<file path="src/rtl/pcpwm_multi.sv">
// Multi-channel phase-correct PWM. All channels share one counter that runs
// either up/down (center-aligned) or as a sawtooth (edge-aligned). Channel
// magnitude and direction are double-buffered and applied at period start,
// a one-clock trigger marks each period start, and a watchdog clears the
// holding registers when the bus stops writing.
module pcpwm_multi #(
    parameter int unsigned NCH    = 4,
    parameter int unsigned CNT_W  = 11,
    parameter int unsigned DUTY_W = 8,
    parameter int unsigned WDT_W  = 24,
    parameter bit          CENTER = 1'b1,
    parameter int unsigned AW     = (NCH > 1) ? $clog2(NCH) : 1
) (
    input  logic              clk,
    input  logic              rst_n,
    input  logic              we,
    input  logic [AW-1:0]     wsel,
    input  logic [DUTY_W:0]   wdata,
    input  logic              mode_we,
    input  logic              mode_in,
    input  logic [AW-1:0]     rsel,
    output logic [DUTY_W:0]   rdata,
    output logic              mode_act,
    output logic [NCH-1:0]    pwm,
    output logic [NCH-1:0]    dir,
    output logic              trig,
    output logic              wdt_to
);

    localparam logic [CNT_W-1:0] CntMax = {CNT_W{1'b1}};
    localparam logic [AW:0]      NchL   = (AW+1)'(NCH);

    logic [CNT_W-1:0]            cnt_q, cnt_d;
    logic                        up_q, up_d;
    logic                        mode_act_q, mode_pend_q;
    logic                        mode_nxt;
    logic                        pstart;
    logic [NCH-1:0][DUTY_W:0]    hold_q;
    logic [NCH-1:0][DUTY_W:0]    shadow_q;
    logic [NCH-1:0]              pwm_q, pwm_d;
    logic [NCH-1:0]              dir_q, dir_d;
    logic                        trig_q;
    logic [WDT_W-1:0]            wdt_q;
    logic                        wdt_to_q;
    logic                        wdt_fire;
    logic                        wr_accept;

    // Period start: the single cycle where the counter sits at 0 heading up.
    always_comb begin
        pstart = 1'b0;
        if (mode_act_q) begin
            pstart = (cnt_q == '0) && !up_q;
        end else begin
            pstart = (cnt_q == '0);
        end
        // A pending mode change takes effect at period start, so the counter
        // step taken in that cycle already follows the new mode.
        mode_nxt = pstart ? mode_pend_q : mode_act_q;
    end

    // Counter next state: up/down with 2-clk dwell at each extreme, or sawtooth.
    always_comb begin
        cnt_d = cnt_q;
        up_d  = up_q;
        if (mode_nxt) begin
            if (!up_q) begin
                if (cnt_q == '0) begin
                    up_d = 1'b1;
                end else begin
                    cnt_d = cnt_q - CNT_W'(1);
                end
            end else begin
                if (cnt_q == CntMax) begin
                    up_d = 1'b0;
                end else begin
                    cnt_d = cnt_q + CNT_W'(1);
                end
            end
        end else begin
            cnt_d = cnt_q + CNT_W'(1);
            up_d  = 1'b0;
        end
    end

    // Counter, direction flag and mode registers.
    always_ff @(posedge clk or negedge rst_n) begin
        if (!rst_n) begin
            cnt_q       <= '0;
            up_q        <= 1'b0;
            mode_act_q  <= CENTER;
            mode_pend_q <= CENTER;
        end else begin
            cnt_q      <= cnt_d;
            up_q       <= up_d;
            mode_act_q <= mode_nxt;
            if (mode_we) begin
                mode_pend_q <= mode_in;
            end
        end
    end

    // Watchdog fires on its MSB; the clear takes priority over any bus write.
    always_comb begin
        wdt_fire  = wdt_q[WDT_W-1];
        wr_accept = we && !wdt_fire && ({1'b0, wsel} < NchL);
    end

    // Watchdog counter and sticky timeout flag.
    always_ff @(posedge clk or negedge rst_n) begin
        if (!rst_n) begin
            wdt_q    <= '0;
            wdt_to_q <= 1'b0;
        end else if (wdt_fire) begin
            wdt_q    <= '0;
            wdt_to_q <= 1'b1;
        end else begin
            if (we || mode_we) begin
                wdt_q <= '0;
            end else begin
                wdt_q <= wdt_q + WDT_W'(1);
            end
            if (wr_accept) begin
                wdt_to_q <= 1'b0;
            end
        end
    end

    // Holding registers: bus-visible, cleared by the watchdog.
    always_ff @(posedge clk or negedge rst_n) begin
        if (!rst_n) begin
            hold_q <= '0;
        end else if (wdt_fire) begin
            hold_q <= '0;
        end else begin
            for (int i = 0; i < NCH; i++) begin
                if (wr_accept && (wsel == AW'(i))) begin
                    hold_q[i] <= wdata;
                end
            end
        end
    end

    // Shadow registers: loaded from holding only at period start.
    always_ff @(posedge clk or negedge rst_n) begin
        if (!rst_n) begin
            shadow_q <= '0;
        end else if (pstart) begin
            shadow_q <= hold_q;
        end
    end

    // Per-channel compare; an all-ones magnitude forces a constant high.
    always_comb begin
        pwm_d = '0;
        dir_d = '0;
        for (int i = 0; i < NCH; i++) begin
            pwm_d[i] = (cnt_q[CNT_W-1 -: DUTY_W] < shadow_q[i][DUTY_W-1:0]) |
                       (&shadow_q[i][DUTY_W-1:0]);
            dir_d[i] = shadow_q[i][DUTY_W];
        end
    end

    // Registered pin outputs and the period-start trigger.
    always_ff @(posedge clk or negedge rst_n) begin
        if (!rst_n) begin
            pwm_q  <= '0;
            dir_q  <= '0;
            trig_q <= 1'b0;
        end else begin
            pwm_q  <= pwm_d;
            dir_q  <= dir_d;
            trig_q <= pstart;
        end
    end

    // Readback mux; out-of-range selects read as zero.
    always_comb begin
        rdata = '0;
        for (int i = 0; i < NCH; i++) begin
            if (rsel == AW'(i)) begin
                rdata = hold_q[i];
            end
        end
    end

    assign mode_act = mode_act_q;
    assign pwm      = pwm_q;
    assign dir      = dir_q;
    assign trig     = trig_q;
    assign wdt_to   = wdt_to_q;

endmodule

</file>
<file path="config.mk">
export PLATFORM = sky130hd
export DESIGN_NAME = pcpwm_multi
export DESIGN_NICKNAME = d
export VERILOG_FILES = /design/src/rtl/pcpwm_multi.sv
export SDC_FILE = /design/constraint.sdc
export NUM_CORES = 1
export LEC_CHECK = 0
export ABC_AREA = 0
export CAP_MARGIN = 20
export CORE_ASPECT_RATIO = 1.5
export CORE_UTILIZATION = 40
export CTS_CLUSTER_SIZE = 24
export DETAILED_ROUTE_END_ITERATION = 8
export GPL_TIMING_DRIVEN = 0
export PLACE_DENSITY = 0.64
export SYNTH_ARGS = -nofsm -noshare
export SYNTH_HDL_FRONTEND = slang
export SYNTH_SLANG_ARGS = --single-unit
</file>
<file path="constraint.sdc">
create_clock -name clk -period 6.5 [get_ports clk]
set_clock_uncertainty 0.1 [all_clocks]
set_input_delay 0.65 -clock clk [delete_from_list [all_inputs] [get_ports clk]]
set_output_delay 0.65 -clock clk [all_outputs]
set_load 0.03 [all_outputs]
</file>
==> summary.txt, run 1 <==
status: completed
global-route track usage on met2: 0.3453
Yosys top cell area share: 0.4791
drt drc: 0
Worst-Skew Late Latency: 0.41 ns
startpoint types: primary input
routability cong.: 0.8430
Hold WC Path Type: primary input to async pin
Finished Cell Area: 0.007435 sq mm
drt first pass iters: 5
met3 GRT Util: 0.04091
slew margin rel.: 0.4505
Resize count post-CTS: 0
clock sink count: 120
ratio of cells with drive above 1 in the final layout: 0.1064
largest family of logic cells by synthesized area: simple AND/OR/NAND/NOR gates
Cells after Synth: 590
# H-tree levels: 4
P&R area growth vs syn: 20.63%
Multi-input gate area: 0.002919 sq mm
fin. max-slew vios: 0
CTS Buffer Depth: 2
clk root buf: clkbuf_16
Post-synth EDFFs: 0
Final ANT Viol Nets: 0
1st-iter DRT viols: 256
syn nets: 640
die area: 0.01592 sq mm
setup_tns: 0 ns
Avg Inst Size Synth: 10.45 sq um
largest net degree at the start of global routing: 65
static leakage: 3.305 nW
met1 Use GR: 0.2527
power density cells: 426.2 mW/mm^2
Layout Nets: 695
fmax: 306.5 MHz
Syn Std Cell Area: 0.006163 sq mm
via/cell ratio: 5.469
Arrival @ worst endpoint: 2.51 ns
core box area: 0.01507 sq mm
post-detailed-route wirelength per cell: 17.38 microns
Commonest cells post-synth: dfrtp_1 (118), nand2_1 (95), a21oi_1 (37), inv_1 (37), ha_1 (32)
Die Wd: 103.4 microns
number of setup buffers added after CTS: 0
post-synthesis mux area share: 0.1037
dominant cell type by area after synthesis: dfrtp_1
cell area after placement: 0.006789 sq mm
simple-gate share of the synthesized area: 0.1717
Peak VDD IR: 178.2 uV
register bit total from synthesis: 120
fillers: 1360
initial core utilization: 0.4090
detailed-route via count: 4687
Reg area: 0.003005 sq mm
CP required: 5.75 ns
sequential share of the synthesized area: 0.4876
post-synthesis adder-cell area fraction: 0.06496
number of max-cap violations: 0
fin util: 0.4933
I/O pin count: 38
xor/xnor share of the synthesized area: 0.03979
Async SR Flop Fraction: 1.000
Rows: 55
Synth cell types: 58
worst slew pin tran: 0.8242 ns
Warnings, synthesis: 0
TritonCTS clock tree: built
endpoints failing hold: 0
Total GRT Usage: 0.2044
CTS clk-pin slew, worst paths: 0.06 ns
port bufs: 34
RSZ-0062 raised after global routing: false
largest cells by area after synthesis: dfrtp_1 (48%), ha_1 (6.5%), nand2_1 (5.8%)
Compound-Gate Fraction of Synth Area: 0.09338
vias in the first global route: 4820
final setup violation count: 0
CP max FO: 9
first-pass GRT wire length: 24540 microns
Total Wirelength: 14900 microns
Die H: 154.0 microns
Setup CP Type: primary input to output port
initial antenna violation count: 0
most numerous cell in the Yosys netlist: dfrtp_1
total gr overflow: 0
TritonCTS buffer count: 17
CTS Hold Bufs: 0
Tmin final: 3.262 ns
Top FF cell, synth: dfrtp_1
busiest layer in global routing: met2
# diodes: 0
Worst Setup End Kind: output port
Final period util: 0.5019
Detail Placement HPWL: 10640 microns
-- logic make-up (layout without fill, tap and decap cells) --
logic type,count (synthesis),in the layout
multiplexers,48,48
adder cells (fa/ha/maj),32,32
buffers and inverters,60,128
XOR/XNOR,28,28
AND/OR/NAND/NOR,212,212
AO/OA/AOI/OAI,90,90
flip-flops,120,120
-- registers in the layout, indices dropped and copies added, names as in the netlist --
name / flops
hold_q: 36
shadow_q: 32
wdt_q: 24
cnt_q: 11
dir: 4
dir_d: 4
pwm: 4
mode_act: 1
mode_pend_q: 1
trig: 1
up_q: 1
wdt_to: 1
-- worst max-delay path, stage by stage --
cell	delay, ns
clkbuf_1	0.60
mux4_2	0.64
clkdlybuf4s50_1	0.62
-- metrics by stage --
step	power [W]	hold slack, ns	instances	worst slack [ns]
detailed placement	0.002163	0.2622	825	3.182
finish	0.003169	0.09957	857	3.238
global placement	0.002104	0.2603	823	0.09934
floorplan	0.001813	0.2501	590	3.956
CTS	0.003191	0.1173	857	3.181
global route	0.003364	0.1304	857	3.078
-- worst paths after layout --
path                           from     endpoint  slack [ns]  depth (start not counted)
max                         rsel[0]     rdata[3]        3.24                          3
min                           rst_n     cnt_q[2]         0.1                          1
max reg2reg                cnt_q[0]     cnt_q[5]        3.86                          8
min reg2reg                dir_d[0]       dir[0]        0.27                          0
max in group asynchronous     rst_n  mode_pend_q        5.49                          2
min in group clk           dir_d[0]       dir[0]        0.27                          0
-- layout make-up --
| cell class | count | area share |
|---|---|---|
| clock inverters | 13 | 0.02592 |
| multi-input cells | 410 | 0.3926 |
| inverters | 37 | 0.01868 |
| plain buffers | 23 | 0.01346 |
| repair buffers | 36 | 0.05066 |
| flip-flops and latches | 120 | 0.4042 |
| clock buffers | 19 | 0.06092 |
| well taps | 199 | 0.03349 |
-- metal layers --
layer | part of all wire | wire [microns] | vias to the layer above
met4 | 0.025 | 375 | 0
met5 | 0 | 0 | -
met2 | 0.53 | 7845 | 104
met3 | 0.032 | 471 | 31
met1 | 0.42 | 6204 | 2367
li1 | - | - | 2185
-- report_power, final --
part | internal (W) | total [W] | switching, W
Sequential | 0.000951 | 0.00118 | 0.000229
Combinational | 0.000460 | 0.000972 | 0.000512
Clock | 0.000666 | 0.00102 | 0.000351
Total | 0.00208 | 0.00317 | 0.00109
-- cells in the final DEF (no fill, tap or decap), types with 5 or more instances in the layout --
cell / instances
mux2_1: 29
buf_2: 5
xor2_1: 15
mux4_2: 9
inv_1: 37
xnor2_1: 13
dfrtp_1: 118
nand2b_1: 7
clkbuf_16: 17
mux2_2: 8
and3_1: 8
a21o_1: 9
nand4_1: 16
a21oi_1: 37
nand3_1: 21
clkdlybuf4s50_1: 33
o21ai_0: 11
nor2_1: 31
nand2_1: 95
nor3_1: 7
ha_1: 32
a211oi_1: 8
clkbuf_1: 16
Note: power is estimated with default switching activity, not from simulation.
==> inputs of run 2 (changes only) <==
Clock period 6.5 ns to 3.4 ns, I/O delays scaled along.
==> run 2 against run 1 <==
  * Non-clock buffer count up 1
  * Clock-buffer cell count did not move
  * Total power increased by 91%
  * Die area is the same
  * Sequential cell count unchanged
  * Hold slack improved by 0.17 ns
==> summary.txt, run 2 (synthesis results as in run 1) <==
Die H: 154.0 microns
CTS Hold Bufs: 1
Peak VDD IR: 338.6 uV
worst setup margin: 0.7484 ns
Largest register FFs: 36
register share of total power: 0.372
drt first pass iters: 5
Detail Placement HPWL: 10640 microns
CP required: 2.96 ns
Switching Fraction: 0.3432
Worst-Skew Late Latency: 0.41 ns
CP max FO: 9
drt drc: 0
clock sink count: 120
hold_ws: 0.2719 ns
core box area: 0.01507 sq mm
# H-tree levels: 4
Most flops, register: hold_q
Final ANT Viol Nets: 0
detailed-route via count: 4688
CP peak stage delay: 0.64 ns
routability cong.: 0.8430
I/O pin count: 38
Hold WC Path Type: flip-flop to flip-flop
fillers: 1359
CTS Buffer Depth: 2
ratio of cells with drive above 1 in the final layout: 0.1062
first-pass GRT wire length: 24540 microns
port bufs: 34
fin util: 0.4940
TritonCTS buffer count: 17
final setup violation count: 0
die area: 0.01592 sq mm
status: completed
Die Wd: 103.4 microns
worst slew pin tran: 0.8255 ns
most common cell after layout, fill and taps aside: dfrtp_1
1st-iter DRT viols: 247
Max stage delay cell, worst path: mux4_2
post-detailed-route wirelength per cell: 17.33 microns
overall power: 0.006047 W
Gate power share: 0.307
Worst Setup End Kind: output port
most frequent cells in the layout: dfrtp_1 (118), nand2_1 (95), inv_1 (37), a21oi_1 (37), clkdlybuf4s50_1 (33)
Final period util: 0.7799
RSZ-0062 raised after global routing: false
number of max-cap violations: 0
NetSw: 0.002075 W
via/cell ratio: 5.464
total gr overflow: 0
Rows: 55
Total GRT Usage: 0.2044
crit-path cells: clkbuf_1 -> mux4_2 -> clkdlybuf4s50_1
clock power share: 0.321
largest net degree at the start of global routing: 65
startpoint types: primary input
static leakage: 3.309 nW
Resize count post-CTS: 0
Layout Nets: 696
slew margin rel.: 0.4496
Place WS: 0.7022 ns
CTS clk-pin slew, worst paths: 0.05 ns
Arrival @ worst endpoint: 2.21 ns
Largest regs: hold_q (36), shadow_q (32), wdt_q (24)
initial antenna violation count: 0
Tmin final: 2.652 ns
Total Wirelength: 14870 microns
top cell family by delay on the critical path: buffers and inverters
initial core utilization: 0.4090
power density cells: 812.2 mW/mm^2
TritonCTS clock tree: built
fmax: 377.1 MHz
Buf+Inv Stages, Crit Path: 2
Setup CP Type: primary input to output port
internal power component: 0.003972 W
clk root buf: clkbuf_16
P&R area growth vs syn: 20.79%
number of setup buffers added after CTS: 0
# diodes: 0
vias in the first global route: 4826
fin. max-slew vios: 0
endpoints failing hold: 0
[run 2: cell type report]
cell class                      instances  area, sq um  share of cell area
Inverter                               37        138.9             0.01866
Sequential cell                       120         3005              0.4037
Multi-Input combinational cell        410         2919              0.3921
Timing Repair Buffer                   37        386.6             0.05193
Buffer                                 23        100.1             0.01345
Clock inverter                         13        192.7             0.02588
Clock buffer                           19        452.9             0.06084
Tap cell                              199        249.0             0.03345
[run 2: metal layers]
layer,vias to the layer above,GRT usage,share of wire
li1,2191,-,-
met1,2343,0.2518,0.42
met2,126,0.3453,0.53
met3,28,0.04227,0.034
met4,0,0.07847,0.022
met5,-,0,0
[run 2: metrics by stage]
step	TNS [ns]	area [sq um]	instances
after floorplan	0	6163	590
after global placement	-319.14	6753	823
after detailed placement	0	6789	825
after CTS	0	7445	858
after global routing	0	7445	858
final	0	7445	858
[run 2: final timing paths]
kind / startpoint / to / slack, ns / cells past startpoint
min in group asynchronous: rst_n / cnt_q[2] / 0.36 / 2
min: dir_d[0] / dir[0] / 0.27 / 0
max reg2reg: cnt_q[0] / cnt_q[5] / 0.79 / 8
max in group asynchronous: rst_n / mode_pend_q / 2.12 / 3
min reg2reg: dir_d[0] / dir[0] / 0.27 / 0
max: rsel[0] / rdata[3] / 0.75 / 3
[run 2: power by group through the flow]
stage,sequential (W),combinational [W],clock (W)
after floorplan,0.00220,0.00127,0
after global placement,0.00226,0.00177,0
after detailed placement,0.00228,0.00186,0
after CTS,0.00225,0.00187,0.00197
after global routing,0.00232,0.00208,0.00203
final,0.00225,0.00185,0.00194
